$ cat config.mk
export PLATFORM = sky130hd
export DESIGN_NAME = bg_row_loader_flat
export DESIGN_NICKNAME = d
export VERILOG_FILES = /design/src/rtl/bg_row_loader_pkg.sv /design/src/rtl/bg_row_loader_if.sv /design/src/rtl/bg_ring_row_calc.sv /design/src/rtl/bg_row_loader.sv /design/src/flat_wrapper.sv
export SDC_FILE = /design/constraint.sdc
export NUM_CORES = 1
export LEC_CHECK = 0
export BUFFER_PORTS_ARGS = -buffer_cell sky130_fd_sc_hd__buf_2
export CAP_MARGIN = 40
export CORE_UTILIZATION = 52
export DETAILED_ROUTE_END_ITERATION = 16
export PLACE_DENSITY = 0.87
export SLEW_MARGIN = 15
export SYNTH_ARGS = -nofsm -noshare
export SYNTH_HDL_FRONTEND = slang
export SYNTH_SLANG_ARGS = --single-unit
$ cat constraint.sdc
create_clock -name clk -period 6.1 [get_ports clk]
set_input_delay 0.61 -clock clk [delete_from_list [all_inputs] [get_ports clk]]
set_output_delay 0.61 -clock clk [all_outputs]
set_load 0.03 [all_outputs]
$ cat src/rtl/bg_row_loader_pkg.sv
// ============================================================================
// Module   : bg_row_loader_pkg
// Purpose  : Name-table layout constants and loader FSM state type.
// Revision : 1.0  initial release
// ============================================================================
`default_nettype none

package bg_row_loader_pkg;

    localparam int NT_ROW_WORDS = 8;
    localparam int NT_HALF_ROWS = 30;
    localparam int NT_ATTR_OFS  = 240;
    localparam int NT_HALF_OFS  = 256;

    typedef enum logic [1:0] {
        S_IDLE = 2'd0,
        S_TILE = 2'd1,
        S_ATTR = 2'd2,
        S_DONE = 2'd3
    } state_t;

endpackage

`default_nettype wire

$ cat src/rtl/bg_row_loader_if.sv
// ============================================================================
// Module   : bg_row_loader_if
// Purpose  : CPU write, map ROM read and name-table write bundle.
// Revision : 1.0  initial release
// ============================================================================
`default_nettype none

interface bg_row_loader_if;
    logic        cpu_wr_req;
    logic [8:0]  cpu_wr_addr;
    logic [31:0] cpu_wr_data;
    logic        cpu_wr_ack;
    logic        map_rd_en;
    logic [11:0] map_rd_addr;
    logic [31:0] map_rd_data;
    logic        nt_we;
    logic [8:0]  nt_addr;
    logic [31:0] nt_wdata;

    modport master (
        input  cpu_wr_req, cpu_wr_addr, cpu_wr_data, map_rd_data,
        output cpu_wr_ack, map_rd_en, map_rd_addr, nt_we, nt_addr, nt_wdata
    );

    modport slave (
        output cpu_wr_req, cpu_wr_addr, cpu_wr_data, map_rd_data,
        input  cpu_wr_ack, map_rd_en, map_rd_addr, nt_we, nt_addr, nt_wdata
    );
endinterface

`default_nettype wire

$ cat src/rtl/bg_ring_row_calc.sv
// ============================================================================
// Module   : bg_ring_row_calc
// Purpose  : Maps the current ring row to the row just above it (wrapping).
// Revision : 1.0  initial release
// ============================================================================
`default_nettype none

module bg_ring_row_calc
    import bg_row_loader_pkg::*;
(
    input  logic [5:0] cur_row,
    output logic [5:0] dest_row
);

    localparam logic [5:0] c_HALF1_FIRST = 6'(NT_HALF_OFS / NT_ROW_WORDS);
    localparam logic [5:0] c_HALF0_LAST  = 6'(NT_HALF_ROWS - 1);
    localparam logic [5:0] c_HALF1_LAST  = c_HALF1_FIRST + c_HALF0_LAST;

    // Row 0 of each half wraps to the last row of the other half.
    always_comb begin
        if (cur_row == 6'd0)
            dest_row = c_HALF1_LAST;
        else if (cur_row == c_HALF1_FIRST)
            dest_row = c_HALF0_LAST;
        else
            dest_row = cur_row - 6'd1;
    end

endmodule

`default_nettype wire

$ cat src/rtl/bg_row_loader.sv
// ============================================================================
// Module   : bg_row_loader
// Purpose  : Streams one map row into the name-table ring per vblank.
//            BG_ATTR_LOAD_EN adds the attribute-word load state.
// Revision : 1.0  initial release
// ============================================================================
`default_nettype none

module bg_row_loader
    import bg_row_loader_pkg::*;
#(
    parameter int          MAP_ROWS      = 240,
    parameter logic [11:0] ATTR_MAP_BASE = 12'd1920
) (
    input  logic              clk,
    input  logic              rstn,
    input  logic              vblank_pulse,
    input  logic [8:0]        scroll_ptr,
    output logic              busy,
    output logic [8:0]        map_row,
    bg_row_loader_if.master   bus
);

`ifdef BG_ATTR_LOAD_EN
    localparam bit c_ATTR_EN = 1'b1;
`else
    localparam bit c_ATTR_EN = 1'b0;
`endif
    localparam logic [3:0] c_TILE_LAST = 4'(NT_ROW_WORDS);
    localparam logic [3:0] c_ATTR_LAST = 4'd2;

    state_t      r_state, w_state_nxt;
    logic [3:0]  r_cnt, w_cnt_nxt;
    logic [5:0]  r_dest, r_last_row, r_pend_row;
    logic        r_pending, r_busy;
    logic [8:0]  r_map_row;

    logic [5:0]  w_samp_row, w_dest;
    logic [4:0]  w_local_row;
    logic        w_have_req, w_cpu_first, w_start, w_cpu_go, w_attr_go;
    logic        w_unused;

    assign w_unused    = ^scroll_ptr[2:0];
    assign w_samp_row  = vblank_pulse ? scroll_ptr[8:3] : r_pend_row;
    assign w_have_req  = vblank_pulse | r_pending;
    // A fresh pulse colliding with a CPU write lets the CPU go first.
    assign w_cpu_first = vblank_pulse & bus.cpu_wr_req;
    assign w_start     = (r_state == S_IDLE) && w_have_req && !w_cpu_first &&
                         (w_samp_row != r_last_row);
    assign w_cpu_go    = (r_state == S_IDLE) && bus.cpu_wr_req && !w_start;
    assign w_local_row = r_dest[4:0];
    assign w_attr_go   = c_ATTR_EN && (w_local_row[1:0] == 2'b00);

    assign busy    = r_busy;
    assign map_row = r_map_row;

    bg_ring_row_calc u_ring_row_calc (
        .cur_row  (w_samp_row),
        .dest_row (w_dest)
    );

    always_ff @(posedge clk) begin
        if (!rstn) begin
            r_state    <= S_IDLE;
            r_cnt      <= '0;
            r_dest     <= '0;
            r_last_row <= '0;
            r_pend_row <= '0;
            r_pending  <= 1'b0;
            r_busy     <= 1'b0;
            r_map_row  <= '0;
        end else begin
            r_state <= w_state_nxt;
            r_cnt   <= w_cnt_nxt;
            r_busy  <= (r_state == S_TILE) || (r_state == S_ATTR);
            if (w_start) begin
                r_dest     <= w_dest;
                r_last_row <= w_samp_row;
            end
            if (r_state == S_IDLE) begin
                if (w_cpu_first) begin
                    r_pending  <= 1'b1;
                    r_pend_row <= scroll_ptr[8:3];
                end else if (w_have_req) begin
                    r_pending <= 1'b0;
                end
            end else if (vblank_pulse) begin
                r_pending  <= 1'b1;
                r_pend_row <= scroll_ptr[8:3];
            end
            if (r_state == S_DONE)
                r_map_row <= (r_map_row == 9'(MAP_ROWS - 1)) ? 9'd0 : r_map_row + 9'd1;
        end
    end

    // Reads lead writes by one cycle; the write for word k uses the ROM data of read k.
    always_comb begin
        w_state_nxt     = r_state;
        w_cnt_nxt       = r_cnt;
        bus.cpu_wr_ack  = 1'b0;
        bus.map_rd_en   = 1'b0;
        bus.map_rd_addr = '0;
        bus.nt_we       = 1'b0;
        bus.nt_addr     = '0;
        bus.nt_wdata    = '0;
        if (rstn) begin
            case (r_state)
                S_IDLE: begin
                    if (w_start) begin
                        w_state_nxt = S_TILE;
                        w_cnt_nxt   = '0;
                    end
                    if (w_cpu_go) begin
                        bus.cpu_wr_ack = 1'b1;
                        bus.nt_we      = 1'b1;
                        bus.nt_addr    = bus.cpu_wr_addr;
                        bus.nt_wdata   = bus.cpu_wr_data;
                    end
                end
                S_TILE: begin
                    bus.map_rd_en   = (r_cnt < c_TILE_LAST);
                    bus.map_rd_addr = {r_map_row, 3'b000} + 12'(r_cnt);
                    if (r_cnt != 4'd0) begin
                        bus.nt_we    = 1'b1;
                        bus.nt_addr  = {r_dest, 3'b000} + 9'(r_cnt - 4'd1);
                        bus.nt_wdata = bus.map_rd_data;
                    end
                    if (r_cnt == c_TILE_LAST) begin
                        w_state_nxt = w_attr_go ? S_ATTR : S_DONE;
                        w_cnt_nxt   = '0;
                    end else begin
                        w_cnt_nxt = r_cnt + 4'd1;
                    end
                end
                S_ATTR: begin
                    bus.map_rd_en   = (r_cnt < c_ATTR_LAST);
                    bus.map_rd_addr = ATTR_MAP_BASE + {4'b0, r_map_row[8:2], 1'b0} + 12'(r_cnt);
                    if (r_cnt != 4'd0) begin
                        bus.nt_we    = 1'b1;
                        bus.nt_addr  = (r_dest[5] ? 9'(NT_HALF_OFS) : 9'd0) + 9'(NT_ATTR_OFS) +
                                       {5'b0, w_local_row[4:2], 1'b0} + 9'(r_cnt - 4'd1);
                        bus.nt_wdata = bus.map_rd_data;
                    end
                    if (r_cnt == c_ATTR_LAST) begin
                        w_state_nxt = S_DONE;
                        w_cnt_nxt   = '0;
                    end else begin
                        w_cnt_nxt = r_cnt + 4'd1;
                    end
                end
                S_DONE:  w_state_nxt = S_IDLE;
                default: w_state_nxt = S_IDLE;
            endcase
        end
    end

endmodule

`default_nettype wire

$ cat src/flat_wrapper.sv
// flat-port wrapper written by rule: the top's interface ports become plain ports
module bg_row_loader_flat import bg_row_loader_pkg::*;
#(
    parameter int          MAP_ROWS      = 240,
    parameter logic [11:0] ATTR_MAP_BASE = 12'd1920
)
  (clk, rstn, vblank_pulse, scroll_ptr, busy, map_row, bus_cpu_wr_req, bus_cpu_wr_addr, bus_cpu_wr_data, bus_map_rd_data, bus_cpu_wr_ack, bus_map_rd_en, bus_map_rd_addr, bus_nt_we, bus_nt_addr, bus_nt_wdata);
  bg_row_loader_if bus_i ();
  input  logic clk;
  input  logic rstn;
  input  logic vblank_pulse;
  input  logic [8:0] scroll_ptr;
  output logic busy;
  output logic [8:0] map_row;
  input wire logic [$bits(bus_i.cpu_wr_req)-1:0] bus_cpu_wr_req;
  input wire logic [$bits(bus_i.cpu_wr_addr)-1:0] bus_cpu_wr_addr;
  input wire logic [$bits(bus_i.cpu_wr_data)-1:0] bus_cpu_wr_data;
  input wire logic [$bits(bus_i.map_rd_data)-1:0] bus_map_rd_data;
  output wire logic [$bits(bus_i.cpu_wr_ack)-1:0] bus_cpu_wr_ack;
  output wire logic [$bits(bus_i.map_rd_en)-1:0] bus_map_rd_en;
  output wire logic [$bits(bus_i.map_rd_addr)-1:0] bus_map_rd_addr;
  output wire logic [$bits(bus_i.nt_we)-1:0] bus_nt_we;
  output wire logic [$bits(bus_i.nt_addr)-1:0] bus_nt_addr;
  output wire logic [$bits(bus_i.nt_wdata)-1:0] bus_nt_wdata;
  assign bus_i.cpu_wr_req = bus_cpu_wr_req;
  assign bus_i.cpu_wr_addr = bus_cpu_wr_addr;
  assign bus_i.cpu_wr_data = bus_cpu_wr_data;
  assign bus_i.map_rd_data = bus_map_rd_data;
  assign bus_cpu_wr_ack = bus_i.cpu_wr_ack;
  assign bus_map_rd_en = bus_i.map_rd_en;
  assign bus_map_rd_addr = bus_i.map_rd_addr;
  assign bus_nt_we = bus_i.nt_we;
  assign bus_nt_addr = bus_i.nt_addr;
  assign bus_nt_wdata = bus_i.nt_wdata;
  bg_row_loader #(.MAP_ROWS(MAP_ROWS), .ATTR_MAP_BASE(ATTR_MAP_BASE)) u_core (.clk(clk), .rstn(rstn), .vblank_pulse(vblank_pulse), .scroll_ptr(scroll_ptr), .busy(busy), .map_row(map_row), .bus(bus_i));
endmodule
---- After elaboration in Yosys (flattened, before gate mapping) ----
Index checks and enable logic that the tools add are counted.
word-level totals
  input bits .............................. 86
  logic and storage cells ................. 91
  flip-flop bits (word level) ............. 35
operators by class
  reduce and logical (&&, ||, !) cells .... 17
  mux-type cells .......................... 38
  magnitude comparators ................... 2
  bitwise gates (word level) .............. 2
  equal/unequal tests ..................... 13
  $add $sub $neg .......................... 11
operators with widths
  cell                     count
  $mux W32                 3
  $pmux W32 S2             1
  $mux W9                  6
  $mux W6                  5
  $pmux W9 S3              1
  $add A12 B4 Y12          2
  $pmux W12 S2             1
  $add A9 B9 Y9            2
  $add A11 B8 Y12 const A  1
  $mux W12                 1
  $mux W4                  3
  $pmux W4 S3              1
  $mux W1                  10
  $add A9 B1 Y9 const B    1
  $add A9 B4 Y9            1
  $add A9 B8 Y9 const B    1
  $eq A9 B8 Y1 const B     1
  $pmux W2 S4              1
  $eq A6 B6 Y1 const B     1
  $logic_not A6 Y1         1
  $mux W2                  3
  $ne A6 B6 Y1             1
  $sub A6 B1 Y6 const B    1
  $logic_and A1 B1 Y1      5
  23 further kinds         29

---- Depth between registers and ports, before layout ----
  depth in word-level cells ............... 9
  gate-level depth with buffers ........... 11
  depth with buffers taken out ............ 11

---- Modules after synthesis ----
A second synthesis with hierarchy kept.
unflattened totals
  cell total of the unflattened synthesis .. 437
  area, all modules ....................... 3,335.7 um^2
modules (own cells, without submodules)
  module            instances  seq. area each (um^2)  cells an instance  area an instance (um^2)
  bg_row_loader     1          700.7                  414                3,178.0
  bg_ring_row_calc  1          0.0                    23                 157.7

---- Worst setup path before layout ----
No wires, ideal clock.
  kind .................................... register to output
  start point ............................. reg u_core.r_cnt[0]
  end point ............................... out bus_nt_addr[7]
  required time ........................... 5.490 ns
  buffers on the path ..................... 0
  path slack .............................. 2.869 ns
  stages on the path, launching flop included .. 11
  arrival ................................. 2.621 ns
  cell sequence ........................... dfxtp_1 > inv_1 > ha_1 > or3b_2 > nand2_1 > nand2_1 > ha_1 > or4_1 > a211o_1 > nand3_1 > a22o_1
on the way
  word-level cells in the longest chain between the ends .. 5
ends and longest elaborated chain
  what                              line                                        source
  start: declaration                bg_row_loader.sv:33                         logic [3:0] r_cnt, w_cnt_nxt;
  start signal: assignment          bg_row_loader.sv:74                         r_cnt <= w_cnt_nxt;
  $sub A4 B1 Y5                     bg_row_loader.sv:125, bg_row_loader.sv:141
  $add A9 B9 Y9 (on tied branches)  bg_row_loader.sv:141, bg_row_loader.sv:125
  $mux W9 (on tied branches)        bg_row_loader.sv:138, bg_row_loader.sv:123
  $pmux W9 S3 *                     bg_row_loader.sv:107                        case (r_state)
  $mux W9 *                         bg_row_loader.sv:106                        if (rstn) begin
  end: declaration                  flat_wrapper.sv:23                          output wire logic [$bits(bus_i.nt_addr)-1:0] bus_nt_addr;
Mark *: on every way between the ends. The rest lies on a longest branch, timed or not.

---- Worst setup path after layout ----
Same ends and word-level chain as after synthesis.

==> impl_metrics.yaml <==
run_status:
  status: "completed"
clock_network:
  clk_latency_ns: 0.29
  cts_hold_buffers: 0
  htreeDepth: 2
  clockBufferDepth: 2
  cts_buffers: 5
  clock-root-buffer: "clkbuf_8"
  clk_pin_slew_ns: 0.08
  clock_sinks: 35
  cts_resized: 0
  cts_tree: "built"
  post_cts_buffers: 0
timing:
  setup_slack_ns: 2.32
  fmax_mhz: 265
  setup_viol: 0
  report.final.slew_viol_count: 0
  min_period_over_period_pct: 61.9
  fin_crit_ns: 3.78
  hold_viol: 0
  rsz0062_at_grt: "no"
  maxSlewHeadroom_pct: 49.2
  setup_tns_ns: 0
  finClkSkew_ns: 0.0106
  worstMarginPinSlew_ns: 0.758
critical_path:
  critical-path-max-stage-delay_ns: 0.51
  crit_path_start_kind: "flip-flop"
  cp_max_fo: 7
  rrSetupSlack_ns: 3.84
  r2r_end: "u_core.r_cnt[0]$_SDFFE_PN0P_"
  path_cells: "inv_1 -> ha_1 -> or3b_2 -> nand2_1 -> nand2_1 -> ha_1 -> or4_1 -> a211o_1 -> nand3_1 -> a22o_1 -> buf_2"
  crit_family: "simple AND/OR/NAND/NOR gates"
  crit_path_top_delay_cell: "or3b_2"
  reg2reg_depth: 6
  arrival_ns: 3.17
  critPathKind: "flip-flop to output pin"
  worstPathRequired_ns: 5.49
  cp_num_buf_inv: 2
  end_kind: "output pin"
  timing.rr.start: "u_core.r_state[0]$_SDFFE_PN0P_"
detailed_routing:
  vias_per_cell: 5.99
  drtPass1Iterations: 5
  routed.top_layer: "met4"
  ant_nets: 0
  drt_wl_total_mm: 10.9
  drc: 0
  wl_met1_mm: 4.39
  first_iter_violations: 297
  met3WireLength_um: 801
  vias: 3733
  post_drt_wl_per_cell_um: 17.5
  dr_wl_met2_mm: 5.43
floorplan:
  io_pins: 152
  die-width_um: 82.3
  dieArea_sq_mm: 0.00678
  start_util_pct: 55.4
  die_y_um: 82.3
  rows: 28
  core_area_sq_mm: 0.00606
global_route:
  grt_pass1_vias: 3295
  overflow: 0
  grt_max_degree: 43
  grt.total_usage_pct: 31.2
  antenna_found_initial: 2
  grt_pass1_wl_mm: 16.0
yosys:
  synth_nets: 529
  yosysSeqAreaShare_pct: 20.9
  ys_async_sr_fraction_pct: 0
  synth_edf_count: 0
  syn_area_per_cell_sq_um: 8.03
  synth.distinct_cells: 62
  synth_top_flop_cell: "dfxtp_1"
  yosys_warnings: 0
  syn_area_sq_mm: 0.00336
  synth-seq-cells: 35
  syn_inst: 418
placed_design:
  dp.cells: 613
  io_buffer_count: 148
  place.gp.congestion: 0.903
  dp_hpwl_mm: 8.63
  place_ws_ns: 2.38
power:
  cellLeakagePower_nw: 2.02
  p_seq_share_pct: 23.8
  switchingPower_mw: 0.653
  p_per_area_mw_per_mm2: 320
  p_int_mw: 0.681
  comb_power_share_pct: 60.1
  peakVddDrop_mv: 0.273
  clkPwrFrac_pct: 16.1
  p_sw_share_pct: 48.9
min_path:
  hp-class: "flip-flop to flip-flop"
  hold_end: "u_core.r_pending$_SDFFE_PN0P_"
  whs_path_depth: 2
  hold_path.startpoint: "u_core.r_pending$_SDFFE_PN0P_"
finish:
  final_cell_mix: "buf_2 (148), nor2_1 (39), dfxtp_1 (35), nand2_1 (34), a22o_1 (34)"
  final_common_cell: "buf_2"
  drive_gt1_share_pct: 31.7
  fin_nets: 656
  area_growth_syn_to_layout_pct: 24.2
  finalNonFillerCells: 623
  final_core_util_pct: 68.8
job:
  drv_cap: 0
[worst reg2reg max path, delay by kind of cell, from the launching register on]
| family | cells | cell delay (ns) |
|---|---|---|
| AO/OA/AOI/OAI | 2 | 0.41 |
| adder cells (fa/ha/maj) | 1 | 0.36 |
| buffers and inverters | 1 | 0.08 |
| flip-flops | 1 | 0.41 |
| AND/OR/NAND/NOR | 2 | 0.91 |
[cell usage after synthesis, drive strengths merged, types with 10 or more instances]
cell type  number  area share, %
a21oi          16            2.4
a22o           36            9.5
a22oi          10            2.2
clkbuf         22            2.5
dfxtp          35             21
ha             23            8.6
inv            18            2.0
mux2i          20            6.4
nand2          34            3.8
nand3          10            1.5
nor2           39            4.4
nor3           12            1.8
o21ai          16            2.5
xnor2          17            4.4
xor2           11            2.9
[logic make-up after synthesis]
family	count (synthesis)	synth area share (%)
AO/OA/AOI/OAI	125	28.4
buffers and inverters	48	6.93
AND/OR/NAND/NOR	137	20.3
XOR/XNOR	28	7.31
multiplexers	20	6.41
flip-flops	35	20.9
adder cells (fa/ha/maj)	25	9.77
[state kept, by name, summed over array words and instances, names as in the netlist]
register,count
u_core.r_cnt,4
u_core.r_last_row,6
u_core.map_row,9
u_core.r_pending,1
u_core.r_pend_row,6
u_core.r_state,2
u_core.busy,1
u_core.r_dest,6
[how the worst max path moves through the flow]
stage,start,endpoint,depth (start not counted)
floorplan,u_core.r_cnt[0]$_SDFFE_PN0P_,bus_nt_addr[7],10
global placement,rstn,bus_nt_wdata[18],6
detailed placement,vblank_pulse,bus_nt_wdata[18],8
CTS,u_core.r_cnt[0]$_SDFFE_PN0P_,bus_nt_addr[7],11
global route,u_core.r_cnt[0]$_SDFFE_PN0P_,bus_nt_addr[7],11
finish,u_core.r_cnt[0]$_SDFFE_PN0P_,bus_nt_addr[7],11
[area by class of cell]
| type | count | area (sq um) |
|---|---|---|
| fillers | 506 | 1890 |
| multi-input cells | 335 | 2420 |
| clock buffers | 5 | 68.8 |
| clock inverters | 3 | 46.3 |
| diodes | 2 | 5.00 |
| flip-flops and latches | 35 | 701 |
| repair buffers | 150 | 763 |
| well taps | 75 | 93.8 |
| inverters | 18 | 67.6 |
[per-layer routing]
| layer | global-route usage [%] | vias to the layer above |
|---|---|---|
| li1 | - | 1805 |
| met1 | 37.4 | 1761 |
| met2 | 54.5 | 147 |
| met3 | 5.60 | 20 |
| met4 | 12.6 | 0 |
| met5 | 0 | - |
[stage by stage]
| stage | cell area, sq um | hold slack (ns) | power [mW] |
|---|---|---|---|
| floorplan | 3360 | 0.443 | 0.940 |
| global placement | 4030 | 0.457 | 1.09 |
| detailed placement | 4050 | 0.473 | 1.11 |
| CTS | 4160 | 0.485 | 1.33 |
| global route | 4170 | 0.518 | 1.42 |
| finish | 4170 | 0.485 | 1.33 |
[power groups by stage]
| stage | registers [mW] | logic (mW) | clock network, mW |
|---|---|---|---|
| after floorplan | 0.313 | 0.627 | 0 |
| after global placement | 0.319 | 0.772 | 0 |
| after detailed placement | 0.321 | 0.791 | 0 |
| after CTS | 0.316 | 0.793 | 0.220 |
| after global routing | 0.324 | 0.871 | 0.229 |
| final | 0.317 | 0.802 | 0.215 |
Power figures use the tool's default switching activity.
